[src/rtl/intc_pkg.sv]
// Shared register map, bank codes and helpers for the priority interrupt controller.
package intc_pkg;

  localparam logic [1:0] ADDR_CMD    = 2'd0;
  localparam logic [1:0] ADDR_DATA   = 2'd1;
  localparam logic [1:0] ADDR_VECTOR = 2'd2;
  localparam logic [1:0] ADDR_EOI    = 2'd3;

  localparam logic [3:0] BANK_EN   = 4'h1;
  localparam logic [3:0] BANK_TYPE = 4'h2;
  localparam logic [3:0] BANK_PEND = 4'h3;
  localparam logic [3:0] BANK_ISR  = 4'h4;
  localparam logic [3:0] BANK_SEL  = 4'h8;
  localparam logic [3:0] BANK_PRIO = 4'h9;

  localparam logic [7:0] NO_IRQ = 8'hFF;

  localparam logic TYPE_EDGE  = 1'b0;
  localparam logic TYPE_LEVEL = 1'b1;

  // Byte idx of a source vector that has been zero-extended to 256 bits.
  function automatic logic [7:0] pick_byte(input logic [255:0] vec, input logic [3:0] idx);
    return vec[{1'b0, idx, 3'b000} +: 8];
  endfunction

endpackage

[src/rtl/prio_resolver.sv]
// Picks the highest-priority requester; on equal priority the lowest index wins.
module prio_resolver #(
  parameter int N      = 64,
  parameter int PRIO_W = 3
) (
  input  logic [N-1:0]        req_i,
  input  logic [N*PRIO_W-1:0] prio_i,
  output logic                valid_o,
  output logic [7:0]          idx_o,
  output logic [PRIO_W-1:0]   prio_o
);

  logic              found_c;
  logic [7:0]        idx_c;
  logic [PRIO_W-1:0] best_c;

  // Strict greater-than keeps the earlier (lower) index on ties.
  always_comb begin
    found_c = 1'b0;
    idx_c   = '0;
    best_c  = '0;
    for (int i = 0; i < N; i++) begin
      if (req_i[i] && (!found_c || (prio_i[i*PRIO_W +: PRIO_W] > best_c))) begin
        found_c = 1'b1;
        idx_c   = 8'(i);
        best_c  = prio_i[i*PRIO_W +: PRIO_W];
      end
    end
  end

  assign valid_o = found_c;
  assign idx_o   = idx_c;
  assign prio_o  = best_c;

endmodule

[src/rtl/prio_interrupt_controller.sv]
// Priority interrupt controller: edge/level sources, nested in-service tracking,
// vector read-acknowledge and EOI, single registered IRQ line to the CPU.
module prio_interrupt_controller
  import intc_pkg::*;
#(
  parameter int NUM_IRQ = 64,
  parameter int PRIO_W  = 3
) (
  input  logic               clk,
  input  logic               reset_n,
  input  logic [7:0]         i_data,
  output logic [7:0]         o_data,
  input  logic [1:0]         addr,
  input  logic               cs,
  input  logic               rwb,
  input  logic [NUM_IRQ-1:0] int_in,
  output logic               int_out
);

  localparam logic [8:0] NUM_IRQ_W = 9'(NUM_IRQ);

  logic [NUM_IRQ-1:0] en_q, en_d;
  logic [NUM_IRQ-1:0] type_q, type_d;
  logic [NUM_IRQ-1:0] pend_q, pend_d;
  logic [NUM_IRQ-1:0] isr_q, isr_d;
  logic [NUM_IRQ-1:0] prev_q;
  logic [7:0]         sel_q, sel_d;
  logic [7:0]         cmd_q, cmd_d;
  logic [PRIO_W-1:0]  prio_q [NUM_IRQ];
  logic [PRIO_W-1:0]  prio_d [NUM_IRQ];
  logic               irq_q, irq_d;

  logic               we, re;
  logic               cmd_wr, data_wr, vec_rd, eoi_wr, vec_ack;
  logic [3:0]         bank;
  logic [NUM_IRQ-1:0] byte_hit, byte_wdata;
  logic [NUM_IRQ-1:0] w1c_mask, ack_mask, eoi_mask;
  logic [NUM_IRQ-1:0] rise, edge_pend;
  logic [NUM_IRQ*PRIO_W-1:0] prio_flat;

  logic               best_valid, cur_valid;
  logic [7:0]         best_idx, cur_idx;
  logic [PRIO_W-1:0]  best_prio, cur_prio;
  logic [PRIO_W-1:0]  sel_prio;
  logic [7:0]         data_rd, rd_mux;

  assign we      = cs & ~rwb;
  assign re      = cs & rwb;
  assign cmd_wr  = we && (addr == ADDR_CMD);
  assign data_wr = we && (addr == ADDR_DATA);
  assign eoi_wr  = we && (addr == ADDR_EOI);
  assign vec_rd  = re && (addr == ADDR_VECTOR);
  assign vec_ack = vec_rd && irq_q;
  assign bank    = cmd_q[7:4];
  assign rise    = int_in & ~prev_q;

  prio_resolver #(.N(NUM_IRQ), .PRIO_W(PRIO_W)) u_best (
    .req_i   (pend_q & ~isr_q),
    .prio_i  (prio_flat),
    .valid_o (best_valid),
    .idx_o   (best_idx),
    .prio_o  (best_prio)
  );

  prio_resolver #(.N(NUM_IRQ), .PRIO_W(PRIO_W)) u_cur (
    .req_i   (isr_q),
    .prio_i  (prio_flat),
    .valid_o (cur_valid),
    .idx_o   (cur_idx),
    .prio_o  (cur_prio)
  );

  // Bits outside the implemented range never match a byte index, so they read 0.
  for (genvar g = 0; g < NUM_IRQ; g++) begin : g_src
    localparam logic [4:0] BYTE_IDX = 5'(g / 8);
    assign byte_hit[g]   = ({1'b0, cmd_q[3:0]} == BYTE_IDX);
    assign byte_wdata[g] = i_data[g % 8];
    assign prio_flat[g*PRIO_W +: PRIO_W] = prio_q[g];
    assign pend_d[g] = en_d[g] & (((type_d[g] == TYPE_LEVEL) & int_in[g]) |
                                  ((type_d[g] == TYPE_EDGE)  & edge_pend[g]));
  end

  always_comb begin
    cmd_d    = cmd_q;
    sel_d    = sel_q;
    en_d     = en_q;
    type_d   = type_q;
    prio_d   = prio_q;
    w1c_mask = '0;
    if (cmd_wr) cmd_d = i_data;
    if (data_wr) begin
      unique case (bank)
        BANK_EN:   en_d     = (en_q & ~byte_hit) | (byte_wdata & byte_hit);
        BANK_TYPE: type_d   = (type_q & ~byte_hit) | (byte_wdata & byte_hit);
        BANK_PEND: w1c_mask = byte_wdata & byte_hit;
        BANK_SEL:  if ({1'b0, i_data} < NUM_IRQ_W) sel_d = i_data;
        BANK_PRIO: begin
          for (int i = 0; i < NUM_IRQ; i++) begin
            if (sel_q == 8'(i)) prio_d[i] = i_data[PRIO_W-1:0];
          end
        end
        default: ;
      endcase
    end
  end

  always_comb begin
    ack_mask = '0;
    eoi_mask = '0;
    for (int i = 0; i < NUM_IRQ; i++) begin
      ack_mask[i] = vec_ack && (best_idx == 8'(i));
      eoi_mask[i] = eoi_wr && cur_valid && (cur_idx == 8'(i));
    end
  end

  // A fresh edge in the same cycle as an ack or W1C wins, so the source stays pending.
  assign edge_pend = (pend_q & ~(w1c_mask | ack_mask)) | rise;
  assign isr_d     = (isr_q | ack_mask) & ~eoi_mask;
  assign irq_d     = best_valid && (!cur_valid || (best_prio > cur_prio));

  always_ff @(negedge clk or negedge reset_n) begin
    if (!reset_n) begin
      en_q   <= '0;
      type_q <= '0;
      pend_q <= '0;
      isr_q  <= '0;
      prev_q <= '0;
      sel_q  <= '0;
      cmd_q  <= '0;
      prio_q <= '{default: '0};
      irq_q  <= 1'b0;
    end else begin
      en_q   <= en_d;
      type_q <= type_d;
      pend_q <= pend_d;
      isr_q  <= isr_d;
      prev_q <= int_in;
      sel_q  <= sel_d;
      cmd_q  <= cmd_d;
      prio_q <= prio_d;
      irq_q  <= irq_d;
    end
  end

  always_comb begin
    sel_prio = '0;
    for (int i = 0; i < NUM_IRQ; i++) begin
      if (sel_q == 8'(i)) sel_prio = prio_q[i];
    end
  end

  always_comb begin
    data_rd = '0;
    unique case (bank)
      BANK_EN:   data_rd = pick_byte(256'(en_q),   cmd_q[3:0]);
      BANK_TYPE: data_rd = pick_byte(256'(type_q), cmd_q[3:0]);
      BANK_PEND: data_rd = pick_byte(256'(pend_q), cmd_q[3:0]);
      BANK_ISR:  data_rd = pick_byte(256'(isr_q),  cmd_q[3:0]);
      BANK_SEL:  data_rd = sel_q;
      BANK_PRIO: data_rd = 8'(sel_prio);
      default:   data_rd = '0;
    endcase
  end

  always_comb begin
    rd_mux = '0;
    unique case (addr)
      ADDR_CMD:    rd_mux = cmd_q;
      ADDR_DATA:   rd_mux = data_rd;
      ADDR_VECTOR: rd_mux = irq_q ? best_idx : NO_IRQ;
      default:     rd_mux = '0;
    endcase
  end

  assign o_data  = (re && reset_n) ? rd_mux : 8'h00;
  assign int_out = irq_q;

endmodule
[config.mk]
export PLATFORM = sky130hd
export DESIGN_NAME = prio_interrupt_controller
export DESIGN_NICKNAME = d
export VERILOG_FILES = /design/src/rtl/intc_pkg.sv /design/src/rtl/prio_resolver.sv /design/src/rtl/prio_interrupt_controller.sv
export SDC_FILE = /design/constraint.sdc
export NUM_CORES = 2
export LEC_CHECK = 0
export ABC_AREA = 1
export CORE_ASPECT_RATIO = 1.4
export CORE_MARGIN = 8
export CORE_UTILIZATION = 45
export DETAILED_ROUTE_END_ITERATION = 6
export PLACE_DENSITY = 0.59
export SETUP_SLACK_MARGIN = 0.4
export SYNTH_ARGS = -nofsm -noshare
export SYNTH_HDL_FRONTEND = slang
export SYNTH_HIERARCHICAL = 1
export SYNTH_SLANG_ARGS = --single-unit
[constraint.sdc]
create_clock -name clk -period 195.9 [get_ports clk]
set_clock_uncertainty 0.1 [all_clocks]
set_input_delay 39.18 -clock clk [delete_from_list [all_inputs] [get_ports clk]]
set_output_delay 39.18 -clock clk [all_outputs]
set_load 0.005 [all_outputs]
; After elaboration in Yosys (flattened, before gate mapping)
; Index checks and enable logic that the tools add are counted.
; W data, S select, Z words.
[word_totals]
reg_bits = 529
in_bits = 78
out_inout_bits = 9
word_cells = 1791
[classes]
n_lt_le_gt_ge = 128
n_eq_ne = 205
n_shift = 4
n_mux = 456
n_bitwise = 340
reduce_logical = 586
[ops]
columns = cell, n
row1 = $shiftx A256 B8 Y8, 4
row2 = $eq A8 B6 Y1 const B, 96
row3 = $mux W3, 200
row4 = $and A64 B64 Y64, 7
row5 = $eq A8 B5 Y1 const B, 48
row6 = $mux W6, 64
row7 = $mux W64, 6
row8 = $gt A3 B3 Y1, 127
row9 = $not A64 Y64, 5
row10 = $or A64 B64 Y64, 5
row11 = $logic_and A1 B1 Y1, 262
row12 = $reduce_and A3 Y1, 65
row13 = $and A1 B1 Y1, 194
row14 = $eq A8 B4 Y1 const B, 24
row15 = $mux W5, 32
row16 = $mux W1, 130
row17 = $logic_not A1 Y1, 127
row18 = $logic_or A1 B1 Y1, 127
row19 = $eq A8 B3 Y1 const B, 12
row20 = $not A1 Y1, 65
row21 = $mux W4, 16
row22 = $or A1 B1 Y1, 64
row23 = $eq A8 B2 Y1 const B, 6
row24 = $pmux W8 S6, 1
row25 = other kinds (14), 32

; Longest topological paths before layout
[logic_depth]
ltp_word = 264
mapped_depth = 615
depth_no_buf = 615

; Modules after synthesis
; The synthesis kept the hierarchy.
[by_module_without_submodules]
columns = module, n_inst, cells_each, area_each_um2, seq_area_each_um2
row1 = prio_interrupt_controller, 1, 3254, 25436.9, 13237.7
row2 = prio_resolver at u_best, 1, 1544, 8461.9, 0.0
row3 = prio_resolver at u_cur, 1, 1542, 8388.0, 0.0

==> summary.md <==
| Metric | Value |
|---|---|
| YS warnings | `6` |
| Gp weighted congestion | `1.01` |
| Synth area leaders | `dfrtn_1 (31%), nand2_1 (15%), o21ai_0 (9.3%)` |
| Hpwl dp | `124,000 um` |
| Worst slew margin | `0.110` |
| Syn avg cell area | `6.67 um2` |
| Fillers | `9,334` |
| Antenna viol nets, final | `0` |
| Max Slew Vio Count | `0` |
| P&R area growth vs syn | `19.9%` |
| Post-Synth Simple-Gate Area | `0.325` |
| First-pass GRT wire length | `247,000 um` |
| Synth Instances | `6,340` |
| Layout cells sized above 1 | `0.185` |
| Cts hold-fix bufs | `0` |
| Synth Register Bits | `529` |
| Min setup slack post-route | `-4800 ps` |
| Initial antenna violation count | `7` |
| CP max FO | `7` |
| Area leader, netlist | `dfrtn_1` |
| Final hold viol count | `0` |
| Crit path DAT | `161,420 ps` |
| Critical path's slowest cell | `dfrtn_1` |
| Synth Area in Compound Gates | `0.177` |
| Number of global-route vias before repair | `42.1k` |
| Critical path endpoint category | `output port` |
| Slew @ Worst Pin | `1320 ps` |
| Mapped Area | `42,300 um2` |
| Clk sink count | `529` |
| Clock transition at path regs | `50 ps` |
| DRT Wirelength | `164,000 um` |
| Fraction of the yosys area taken by sequential cells | `0.313` |
| Total gr overflow | `0` |
| RSZ-0062 raised after global routing | `yes` |
| GRT Resource Usage Total | `0.309` |
| Die Y | `379 um` |
| DRT Pass-1 Iters | `7` |
| R2R setup slack | `118,210 ps` |
| WP data required | `156,620 ps` |
| Unique masters post-synth | `58` |
| Post-synthesis mux area share | `0` |
| Skew-Pair Late Insertion Delay | `630 ps` |
| Critical path class | `register to output port` |
| Core area | `93,500 um2` |
| Slowest stage delay, CP | `420 ps` |
| Combinational family with the most area after synthesis | `simple AND/OR/NAND/NOR gates` |
| Critical path startpoint category | `register` |
| Max Cap Viol | `0` |
| CTS tree | `yes` |
| Vias | `44.4k` |
| Initial core utilization | `0.452` |
| H-tree levels | `2` |
| Port bufs | `86` |
| CTS root buf | `clkbuf_16` |
| Ys flop type | `dfrtn_1` |
| Post-Synth Adder-Cell Area | `0.0802` |
| Initial DRC count | `3,772` |
| Post-synth top area share | `0.313` |
| Final core occ | `0.542` |
| Cts bufs inserted | `58` |
| Chip width | `275 um` |
| Crit path top cell by count | `nand2_2` |
| Routed wire length per instance | `20.3 um` |
| # DRC | `2` |
| Final net count | `7,156` |
| I/O pin count | `87` |
| XOR/XNOR share of the synthesized area | `0` |
| DIE AREA | `104,000 um2` |
| Most frequent cells after synthesis | `nand2_1 (1,685), inv_1 (1,040), o21ai_0 (790)` |
| Vias per cell | `5.49` |
| Endpoints failing setup | `6` |
| Async set or reset register ratio after synthesis | `1.00` |
| HP Class | `register to register` |
| CTS max path bufs | `3` |
| Largest net degree at the start of global routing | `78` |
| Status | `finished with violations` |
| Num rows | `133` |
| Post-synth EDFFs | `0` |
| Most common cell in the netlist | `nand2_1` |
| Failing checks | `DRC, setup timing` |
-- critical path: cells and delay by family, from the launching register on --
| family | cells | cell delay, ps |
|---|---|---|
| AND/OR/NAND/NOR | 294 | 23890 |
| adder cells (fa/ha/maj) | 63 | 18240 |
| AO/OA/AOI/OAI | 165 | 15600 |
| buffers and inverters | 83 | 4640 |
| flip-flops | 1 | 420 |
-- routing by layer --
metal  vias to the layer above  global-route usage  routed length [um]
li1                      21500                   -                   -
met1                     20800               0.381               64800
met2                      1666               0.514               76600
met3                       393              0.0584               13300
met4                         4               0.153                9480
met5                         -                   0                  27
-- cell families (layout without fill, tap and decap cells) --
| logic type | Yosys count | in the layout |
|---|---|---|
| flops | 529 | 529 |
| compound gates | 1326 | 1326 |
| simple gates | 3043 | 3043 |
| buf+inv | 1169 | 1682 |
| fa+ha+maj | 271 | 271 |
| other cells | 2 | 15 |
-- cell type report --
type,count,area [um2],share of cell area
antenna,11,27.5,0.000543
multi-input combinational,4644,25900,0.511
clock inverter,25,335,0.00661
sequential,529,13200,0.261
timing repair buffer,512,4040,0.0797
tap,1215,1520,0.0300
inverter,1062,4000,0.0789
clock buffer,83,1640,0.0323
-- through the flow --
stage / setup WS, ps / TNS (ps) / hold slack, ps / instance area (um2) / instances
2_1_floorplan: -591 / -2850 / 335 / 43000 / 6342
4_1_cts: -4770 / -28180 / 346 / 50300 / 8048
6_report: -4800 / -28260 / 346 / 50700 / 8081
3_3_place_gp: -3830 / -22660 / 349 / 47700 / 7895
5_1_grt: -11070 / -65830 / 389 / 50700 / 8070
3_5_place_dp: -5940 / -35450 / 354 / 47700 / 7895
-- final timing paths --
path                            start        endpoint  cells after the start
max                         pend_q[0]       o_data[2]                    605
min                        prev_q[58]      pend_q[58]                      3
max reg2reg                  isr_q[0]       isr_q[21]                    571
min reg2reg                prev_q[58]      pend_q[58]                      3
max in group asynchronous     reset_n   prio_flat[72]                      3
min in group asynchronous     reset_n  prio_flat[175]                      1
-- cells in the final DEF (no fill, tap or decap), types with 55 or more instances in the layout --
cell	netlist	routed
a21oi_1	193	187
a31oi_1	55	55
buf_4	4	424
clkbuf_16	0	58
clkdlybuf4s50_1	0	79
dfrtn_1	529	529
ha_1	271	257
inv_1	1040	1028
nand2_1	1685	1603
nand2_2	312	335
nand2_4	15	74
nand3_1	218	211
nand3_2	120	126
nor2_1	518	507
o21ai_0	790	596
o21ai_1	16	120
o21ai_2	4	91
-- flip-flops by register name, indices dropped and copies added (netlist names) --
name       cells
pend_q        64
cmd_q          8
prev_q        64
en_q          64
type_q        64
int_out        1
prio_flat    192
sel_q          8
isr_q         64
-- repair_timing --
item                                    in CTS  in global routing
cloned                                       0                  0
pin swaps                                  101                 66
endpoints found under the setup margin       6                  6
setup buffers                               45                 22
resized for setup                          126                 58
Power is not shown: default switching activity piles up to over one toggle a cycle in this logic, so the estimate is an artifact.
